**config.mk**
```make
export PLATFORM = sky130hd
export DESIGN_NAME = mem_1r1w_masked_banked
export DESIGN_NICKNAME = d
export VERILOG_FILES = /design/src/rtl/mem_lower_pkg.sv /design/src/rtl/mem_1r1w_bank_model.sv /design/src/rtl/mem_1r1w_masked_banked.sv
export SDC_FILE = /design/constraint.sdc
export NUM_CORES = 2
export LEC_CHECK = 0
export CAP_MARGIN = 20
export CORE_UTILIZATION = 50
export CTS_BUF_LIST = sky130_fd_sc_hd__clkbuf_2
export DETAILED_ROUTE_END_ITERATION = 7
export PLACE_DENSITY = 0.66
export SLEW_MARGIN = 25
export SYNTH_ARGS = -nofsm -noshare
export SYNTH_HDL_FRONTEND = slang
export SYNTH_SLANG_ARGS = --single-unit
```
**constraint.sdc**
```tcl
create_clock -name clk -period 2.6 [get_ports clk]
set_clock_uncertainty 0.2 [all_clocks]
set_input_delay 0.26 -clock clk [delete_from_list [all_inputs] [get_ports clk]]
set_output_delay 0.26 -clock clk [all_outputs]
set_load 0.05 [all_outputs]
```
**src/rtl/mem_lower_pkg.sv**
```systemverilog
// rtl/mem_lower_pkg.sv - shared helpers and read-pipeline record for the banked 1R1W memory
package mem_lower_pkg;

    // Bank index carried down the read pipeline; wide enough that an out-of-range
    // address decodes to an index no real bank matches.
    localparam int BANK_IDX_W = 8;

    // Bypass payload width carried with each read; sized for the default word.
    localparam int RD_WIDTH  = 64;
    localparam int RD_MASK_W = 8;

    // Ceiling log2 for elaboration-time sizing.
    function automatic int clog2_f(input int n);
        int r;
        r = 0;
        for (int i = 0; i < 31; i++) begin
            if ((1 << i) < n) begin
                r = i + 1;
            end
        end
        return r;
    endfunction

    // Address width that never collapses to zero bits.
    function automatic int addr_w_f(input int n);
        return (clog2_f(n) < 1) ? 1 : clog2_f(n);
    endfunction

    // Number of write-mask lanes in a word.
    function automatic int mask_w_f(input int width, input int gran);
        return width / gran;
    endfunction

    // Number of macro banks making up the memory.
    function automatic int nbank_f(input int depth, input int bank_depth);
        return depth / bank_depth;
    endfunction

    // One read in flight: which bank to select and the same-cycle write to merge over it.
    typedef struct packed {
        logic                  valid;
        logic [BANK_IDX_W-1:0] bank;
        logic                  collide;
        logic [RD_MASK_W-1:0]  wmask;
        logic [RD_WIDTH-1:0]   wdata;
    } rd_stage_t;

endpackage

```
**src/rtl/mem_1r1w_bank_model.sv**
```systemverilog
// rtl/mem_1r1w_bank_model.sv - behavioural BANK_DEPTH x WIDTH masked 1R1W macro with registered read
module mem_1r1w_bank_model
    import mem_lower_pkg::*;
#(
    parameter int BANK_DEPTH = 32,
    parameter int WIDTH      = 64,
    parameter int MASK_GRAN  = 8,
    localparam int MASK_W    = mask_w_f(WIDTH, MASK_GRAN),
    localparam int OFF_W     = addr_w_f(BANK_DEPTH)
) (
    input  logic              clk,
    input  logic              rd_ce_n,
    input  logic [OFF_W-1:0]  rd_addr,
    output logic [WIDTH-1:0]  rd_data,
    input  logic              wr_ce_n,
    input  logic [OFF_W-1:0]  wr_addr,
    input  logic [WIDTH-1:0]  wr_data,
    input  logic [MASK_W-1:0] wr_mask
);

    logic [WIDTH-1:0] mem_q [BANK_DEPTH];
    logic [WIDTH-1:0] rd_data_q;
    logic [WIDTH-1:0] rd_data_d;
    logic [WIDTH-1:0] wr_word_d;

    // Read register only loads while the read chip-enable is active.
    always_comb begin
        rd_data_d = rd_data_q;
        if (!rd_ce_n) begin
            rd_data_d = mem_q[rd_addr];
        end
    end

    // Lane merge: masked-out lanes keep the stored bits.
    always_comb begin
        wr_word_d = mem_q[wr_addr];
        for (int i = 0; i < MASK_W; i++) begin
            if (wr_mask[i]) begin
                wr_word_d[i*MASK_GRAN +: MASK_GRAN] = wr_data[i*MASK_GRAN +: MASK_GRAN];
            end
        end
    end

    // Array and read register are not reset, like a real SRAM macro.
    always_ff @(posedge clk) begin
        rd_data_q <= rd_data_d;
        if (!wr_ce_n) begin
            mem_q[wr_addr] <= wr_word_d;
        end
    end

    assign rd_data = rd_data_q;

endmodule

```
**src/rtl/mem_1r1w_masked_banked.sv**
```systemverilog
// rtl/mem_1r1w_masked_banked.sv - banked 1R1W memory with lane masks, write-first bypass and optional output register
module mem_1r1w_masked_banked
    import mem_lower_pkg::*;
#(
    parameter int DEPTH      = 64,
    parameter int WIDTH      = 64,
    parameter int MASK_GRAN  = 8,
    parameter int BANK_DEPTH = 32,
    parameter int OUT_REG    = 1,
    localparam int MASK_W    = mask_w_f(WIDTH, MASK_GRAN),
    localparam int NBANK     = nbank_f(DEPTH, BANK_DEPTH),
    localparam int ADDR_W    = addr_w_f(DEPTH)
) (
    input  logic              clk,
    input  logic              rst_n,
    input  logic [ADDR_W-1:0] R0_addr,
    input  logic              R0_en,
    output logic [WIDTH-1:0]  R0_data,
    output logic              R0_valid,
    input  logic [ADDR_W-1:0] W0_addr,
    input  logic              W0_en,
    input  logic [WIDTH-1:0]  W0_data,
    input  logic [MASK_W-1:0] W0_mask
);

    localparam int OFF_W = addr_w_f(BANK_DEPTH);

    logic                  rd_go;
    logic                  wr_go;
    logic                  wr_in_range;
    logic                  collide;
    logic [BANK_IDX_W-1:0] rd_bank;
    logic [BANK_IDX_W-1:0] wr_bank;
    logic [OFF_W-1:0]      rd_off;
    logic [OFF_W-1:0]      wr_off;
    logic [NBANK-1:0]      rd_ce_n;
    logic [NBANK-1:0]      wr_ce_n;
    logic [WIDTH-1:0]      bank_rdata [NBANK];

    rd_stage_t             s1_q;
    rd_stage_t             s1_d;
    logic [WIDTH-1:0]      macro_sel;
    logic [WIDTH-1:0]      merged;
    logic [WIDTH-1:0]      data_q;
    logic [WIDTH-1:0]      data_d;

    // Address decode and per-bank chip enables; requests seen while rst_n is low are dropped.
    // An out-of-range read decodes to a bank index past the last bank, so no bank is enabled
    // and the output mux later yields zero for it.
    always_comb begin
        rd_bank     = BANK_IDX_W'(32'(R0_addr) / BANK_DEPTH);
        wr_bank     = BANK_IDX_W'(32'(W0_addr) / BANK_DEPTH);
        rd_off      = OFF_W'(32'(R0_addr) % BANK_DEPTH);
        wr_off      = OFF_W'(32'(W0_addr) % BANK_DEPTH);
        wr_in_range = 32'(W0_addr) < DEPTH;
        rd_go       = R0_en & rst_n;
        wr_go       = W0_en & rst_n & wr_in_range;
        collide     = rd_go & wr_go & (R0_addr == W0_addr);
        for (int b = 0; b < NBANK; b++) begin
            rd_ce_n[b] = !(rd_go && (rd_bank == BANK_IDX_W'(b)));
            wr_ce_n[b] = !(wr_go && (wr_bank == BANK_IDX_W'(b)));
        end
    end

    for (genvar g = 0; g < NBANK; g++) begin : g_bank
        mem_1r1w_bank_model #(
            .BANK_DEPTH (BANK_DEPTH),
            .WIDTH      (WIDTH),
            .MASK_GRAN  (MASK_GRAN)
        ) u_bank (
            .clk     (clk),
            .rd_ce_n (rd_ce_n[g]),
            .rd_addr (rd_off),
            .rd_data (bank_rdata[g]),
            .wr_ce_n (wr_ce_n[g]),
            .wr_addr (wr_off),
            .wr_data (W0_data),
            .wr_mask (W0_mask)
        );
    end

    // Stage record captured with the macro access: bank select plus the same-cycle write to bypass.
    always_comb begin
        s1_d         = '0;
        s1_d.valid   = rd_go;
        s1_d.bank    = rd_bank;
        s1_d.collide = collide;
        s1_d.wmask   = RD_MASK_W'(W0_mask);
        s1_d.wdata   = RD_WIDTH'(W0_data);
    end

    // Output mux and write-first merge. Only masked-in lanes are overridden: their macro
    // read-during-write value is never trusted, while masked-out lanes were not written.
    always_comb begin
        macro_sel = '0;
        for (int b = 0; b < NBANK; b++) begin
            if (s1_q.bank == BANK_IDX_W'(b)) begin
                macro_sel = bank_rdata[b];
            end
        end
        merged = macro_sel;
        if (s1_q.collide) begin
            for (int i = 0; i < MASK_W; i++) begin
                if (s1_q.wmask[i]) begin
                    merged[i*MASK_GRAN +: MASK_GRAN] = s1_q.wdata[i*MASK_GRAN +: MASK_GRAN];
                end
            end
        end
        data_d = s1_q.valid ? merged : data_q;
    end

    // Read pipeline stage and last-returned data; both cleared so in-flight reads die on reset.
    always_ff @(posedge clk or negedge rst_n) begin
        if (!rst_n) begin
            s1_q   <= '0;
            data_q <= '0;
        end else begin
            s1_q   <= s1_d;
            data_q <= data_d;
        end
    end

    if (OUT_REG != 0) begin : g_out_reg
        logic valid_q;
        logic valid_d;

        // Valid follows the stage record by one more cycle.
        always_comb begin
            valid_d = s1_q.valid;
        end

        // Registered read valid.
        always_ff @(posedge clk or negedge rst_n) begin
            if (!rst_n) begin
                valid_q <= 1'b0;
            end else begin
                valid_q <= valid_d;
            end
        end

        assign R0_valid = valid_q;
        assign R0_data  = data_q;
    end else begin : g_out_comb
        assign R0_valid = s1_q.valid;
        assign R0_data  = s1_q.valid ? merged : data_q;
    end

endmodule

```
==> impl_metrics.json <==
{
  "ant_nets": 0,
  "p_comb_share_pct": 7.1,
  "start_kind": "flip-flop",
  "p_int_mw": 99.59,
  "rows": 213,
  "post-route-min-period_ps": 3360,
  "start_util_pct": 50.36,
  "port-buffer-count": 152,
  "synth.top_cell.area_share_pct": 74.64,
  "wl_um": 472200,
  "syn_area_per_cell_um2": 17.19,
  "viasPerCell": 5.792,
  "finalWorstSetupSlack_ps": -760.4,
  "setup_viol": 66,
  "cts_buffers": 1144,
  "synth_commonest_cells": "edfxtp_1 (4,224), mux2i_1 (2,112), a22oi_1 (768), nor2_1 (516), nand3_1 (512)",
  "synth_area_mm2": 0.1699,
  "synth-seq-cells": 4364,
  "slew_headroom_pct": 30.07,
  "cts_tree": "done",
  "die_h_um": 585.0,
  "post-route-drc-count": 0,
  "synth.largest_area_cell": "edfxtp_1",
  "gp_congestion": 0.9021,
  "hold_ws_ps": 58.88,
  "cpMaxStageDelayCell": "dfrtp_2",
  "die_w_um": 585.0,
  "dieArea_mm2": 0.3422,
  "switching_share_pct": 24.88,
  "fmax_mhz": 297.6,
  "track_usage_pct": 27.53,
  "crit_family": "flip-flops",
  "num-nets-final": 12260,
  "grt_pass1_vias": 101500,
  "cts-root-buf": "clkbuf_2",
  "synth-edff-count": 4224,
  "p_leak_nw": 74.20,
  "ys.flop_type": "edfxtp_1",
  "place_ws_ps": -284.7,
  "syn_to_final_growth_pct": 17.98,
  "clk_pin_slew_ps": 110,
  "hold_viol": 0,
  "dp_hpwl_um": 294400,
  "rsz0062_at_grt": "yes",
  "p_per_area_mw_per_mm2": 661.3,
  "ys_warn_count": 0,
  "cp_data_required_time_ps": 2140,
  "holdCritPathClass": "in -> reg",
  "place_inst": 15120,
  "critical_path_class": "reg -> out",
  "grt_pass1_wl_um": 676700,
  "yosysMostFrequentCell": "edfxtp_1",
  "critPathCaptureType": "output pin",
  "synth_area_leaders": "edfxtp_1 (75%), mux2i_1 (12%), a22oi_1 (3.4%)",
  "htreeDepth": 7,
  "cts.path.max_buffers": 5,
  "overflow": 0,
  "max_slew.worst_pin.slew_ps": 1046,
  "syn-num-nets": 9972,
  "crit_buf_inv": 1,
  "num_io_pins": 153,
  "drv_cap": 0,
  "violations": "negative setup slack",
  "final_cell_area_mm2": 0.2005,
  "arrival_ps": 2900,
  "dpl-instance-area_mm2": 0.1856,
  "final_cells": 17460,
  "drive_gt1_share_pct": 24.31,
  "async_reset_ff_share_pct": 3.208,
  "fp.coreArea_mm2": 0.3374,
  "netlist_instances": 9884,
  "finalMaxSlewViolations": 0,
  "timing.final.crit_share_pct": 129.2,
  "grt_max_degree": 73,
  "ys_types": 28,
  "clock_latency_ps": 2240,
  "pwr-share-clk_pct": 34.3,
  "worstPathCellList": "buf_6",
  "peakVddDrop_v": 0.0004892,
  "crit_path_max_fanout": 2,
  "grt_antenna_before_repair": 44,
  "fin_tns_setup_ps": -37970,
  "ys_seq_area_share_pct": 76.71,
  "drt_iter0_drc": 11330,
  "netSwitchingPower_mw": 32.99,
  "vias": 101100,
  "wire_per_inst_um": 27.05,
  "pwr-share-seq_pct": 58.6,
  "firstDrtPassIters": 8,
  "cts_sinks": 4364,
  "max_stage_delay_ps": 480,
  "outcome": "complete, but fails checks"
}
==> power by group through the flow <==
stage | logic, mW | registers (mW) | clock network, mW
floorplan | 3.77 | 79.6 | 0
detailed placement | 8.43 | 79.2 | 0
global placement | 8.30 | 79.2 | 0
CTS | 9.26 | 77.6 | 46.4
global route | 9.80 | 77.7 | 49.8
finish | 9.40 | 77.6 | 45.5
==> cell usage in the layout (no fill, tap or decap), drive strengths merged, types with 64 or more instances in the layout <==
master,n
dfrtp,140
o211ai,64
edfxtp,4224
mux2i,2112
a22oi,768
buf,1416
clkbuf,1593
a21oi,256
inv,86
dlygate4sd3,326
clkinv,232
nand4,128
nor2,517
o21ai,64
nand2,378
nand3,512
==> sequential cells by signal, indices dropped and copies added (netlist names) <==
register / count
g_bank.u_bank.mem_q: 4096
s1_q: 74
R0_valid: 1
g_out_reg.valid_d: 1
R0_data: 64
g_bank.u_bank.rd_data: 128
==> stage by stage <==
| step | total power [mW] | util, % |
|---|---|---|
| finish | 132.6 | 59.42 |
| global route | 137.3 | 59.41 |
| CTS | 133.3 | 59.33 |
| detailed placement | 87.65 | 55.02 |
| global placement | 87.51 | 55.02 |
| floorplan | 83.37 | - |
==> routing by layer <==
metal  GRT usage (%)  vias to the layer above  wire [µm]
li1                -                    44080          -
met1           35.87                    50850     182400
met2           44.41                     5238     229700
met3           5.613                      942      40990
met4           13.25                        2      19080
met5               0                        -         10
==> what timing repair did <==
item                                    CTS  global route
gates resized for setup                 459            11
endpoints found under the hold margin  8663           221
hold buffers                            386             5
setup endpoints to repair                65           431
setup buffers                            17            19
gates cloned                              0             1
==> cell families (layout without fill, tap and decap cells) <==
family | count (synthesis) | after routing | synth area share [%]
other | 0 | 51 | 0
and+or+nand+nor | 1558 | 1558 | 4.055
buffers and inverters | 692 | 3701 | 2.149
AOI/OAI and AO/OA | 1152 | 1152 | 4.618
DFF | 4364 | 4364 | 76.71
xor gates and xnor gates | 6 | 6 | 0.03092
muxes | 2112 | 2112 | 12.44
==> tightest hold or removal path: stages <==
cell,delay (ps)
dlygate4sd3_1,540
clkdlybuf4s50_1,470
buf_12,160
dlygate4sd3_1,570
xor2_1,170
nor3_1,80
and3_1,150
==> layout make-up <==
type                    instances  area (µm²)
diodes                         51       127.6
flip-flops and latches       4364      130400
inverters                      64       240.2
repair buffers               1768       18340
fillers                     25450      136900
clock inverters               278        1728
well taps                    4515        5649
clock buffers                1591        7963
multi-input cells            4828       36080
==> path summary, 6_finish.rpt <==
check,slack [ps],from,depth (start not counted),endpoint
worst min-delay path,60,W0_addr[3],7,s1_q[72]$_DFF_PN0_
worst min register to register,320,s1_q[8]$_DFF_PN0_,2,R0_data[8]$_DFFE_PN0P_
min in group asynchronous,170,rst_n,5,s1_q[72]$_DFF_PN0_
worst max-delay path,-760,R0_data[1]$_DFFE_PN0P_,1,R0_data[1]
worst max register to register,350,g_bank[1].u_bank.mem_q[9][6]$_DFFE_PP_,6,g_bank[1].u_bank.rd_data[6]$_DFFE_PP_
max in group asynchronous,890,rst_n,7,R0_data[44]$_DFFE_PN0P_
Power figures use the tool's default switching activity.
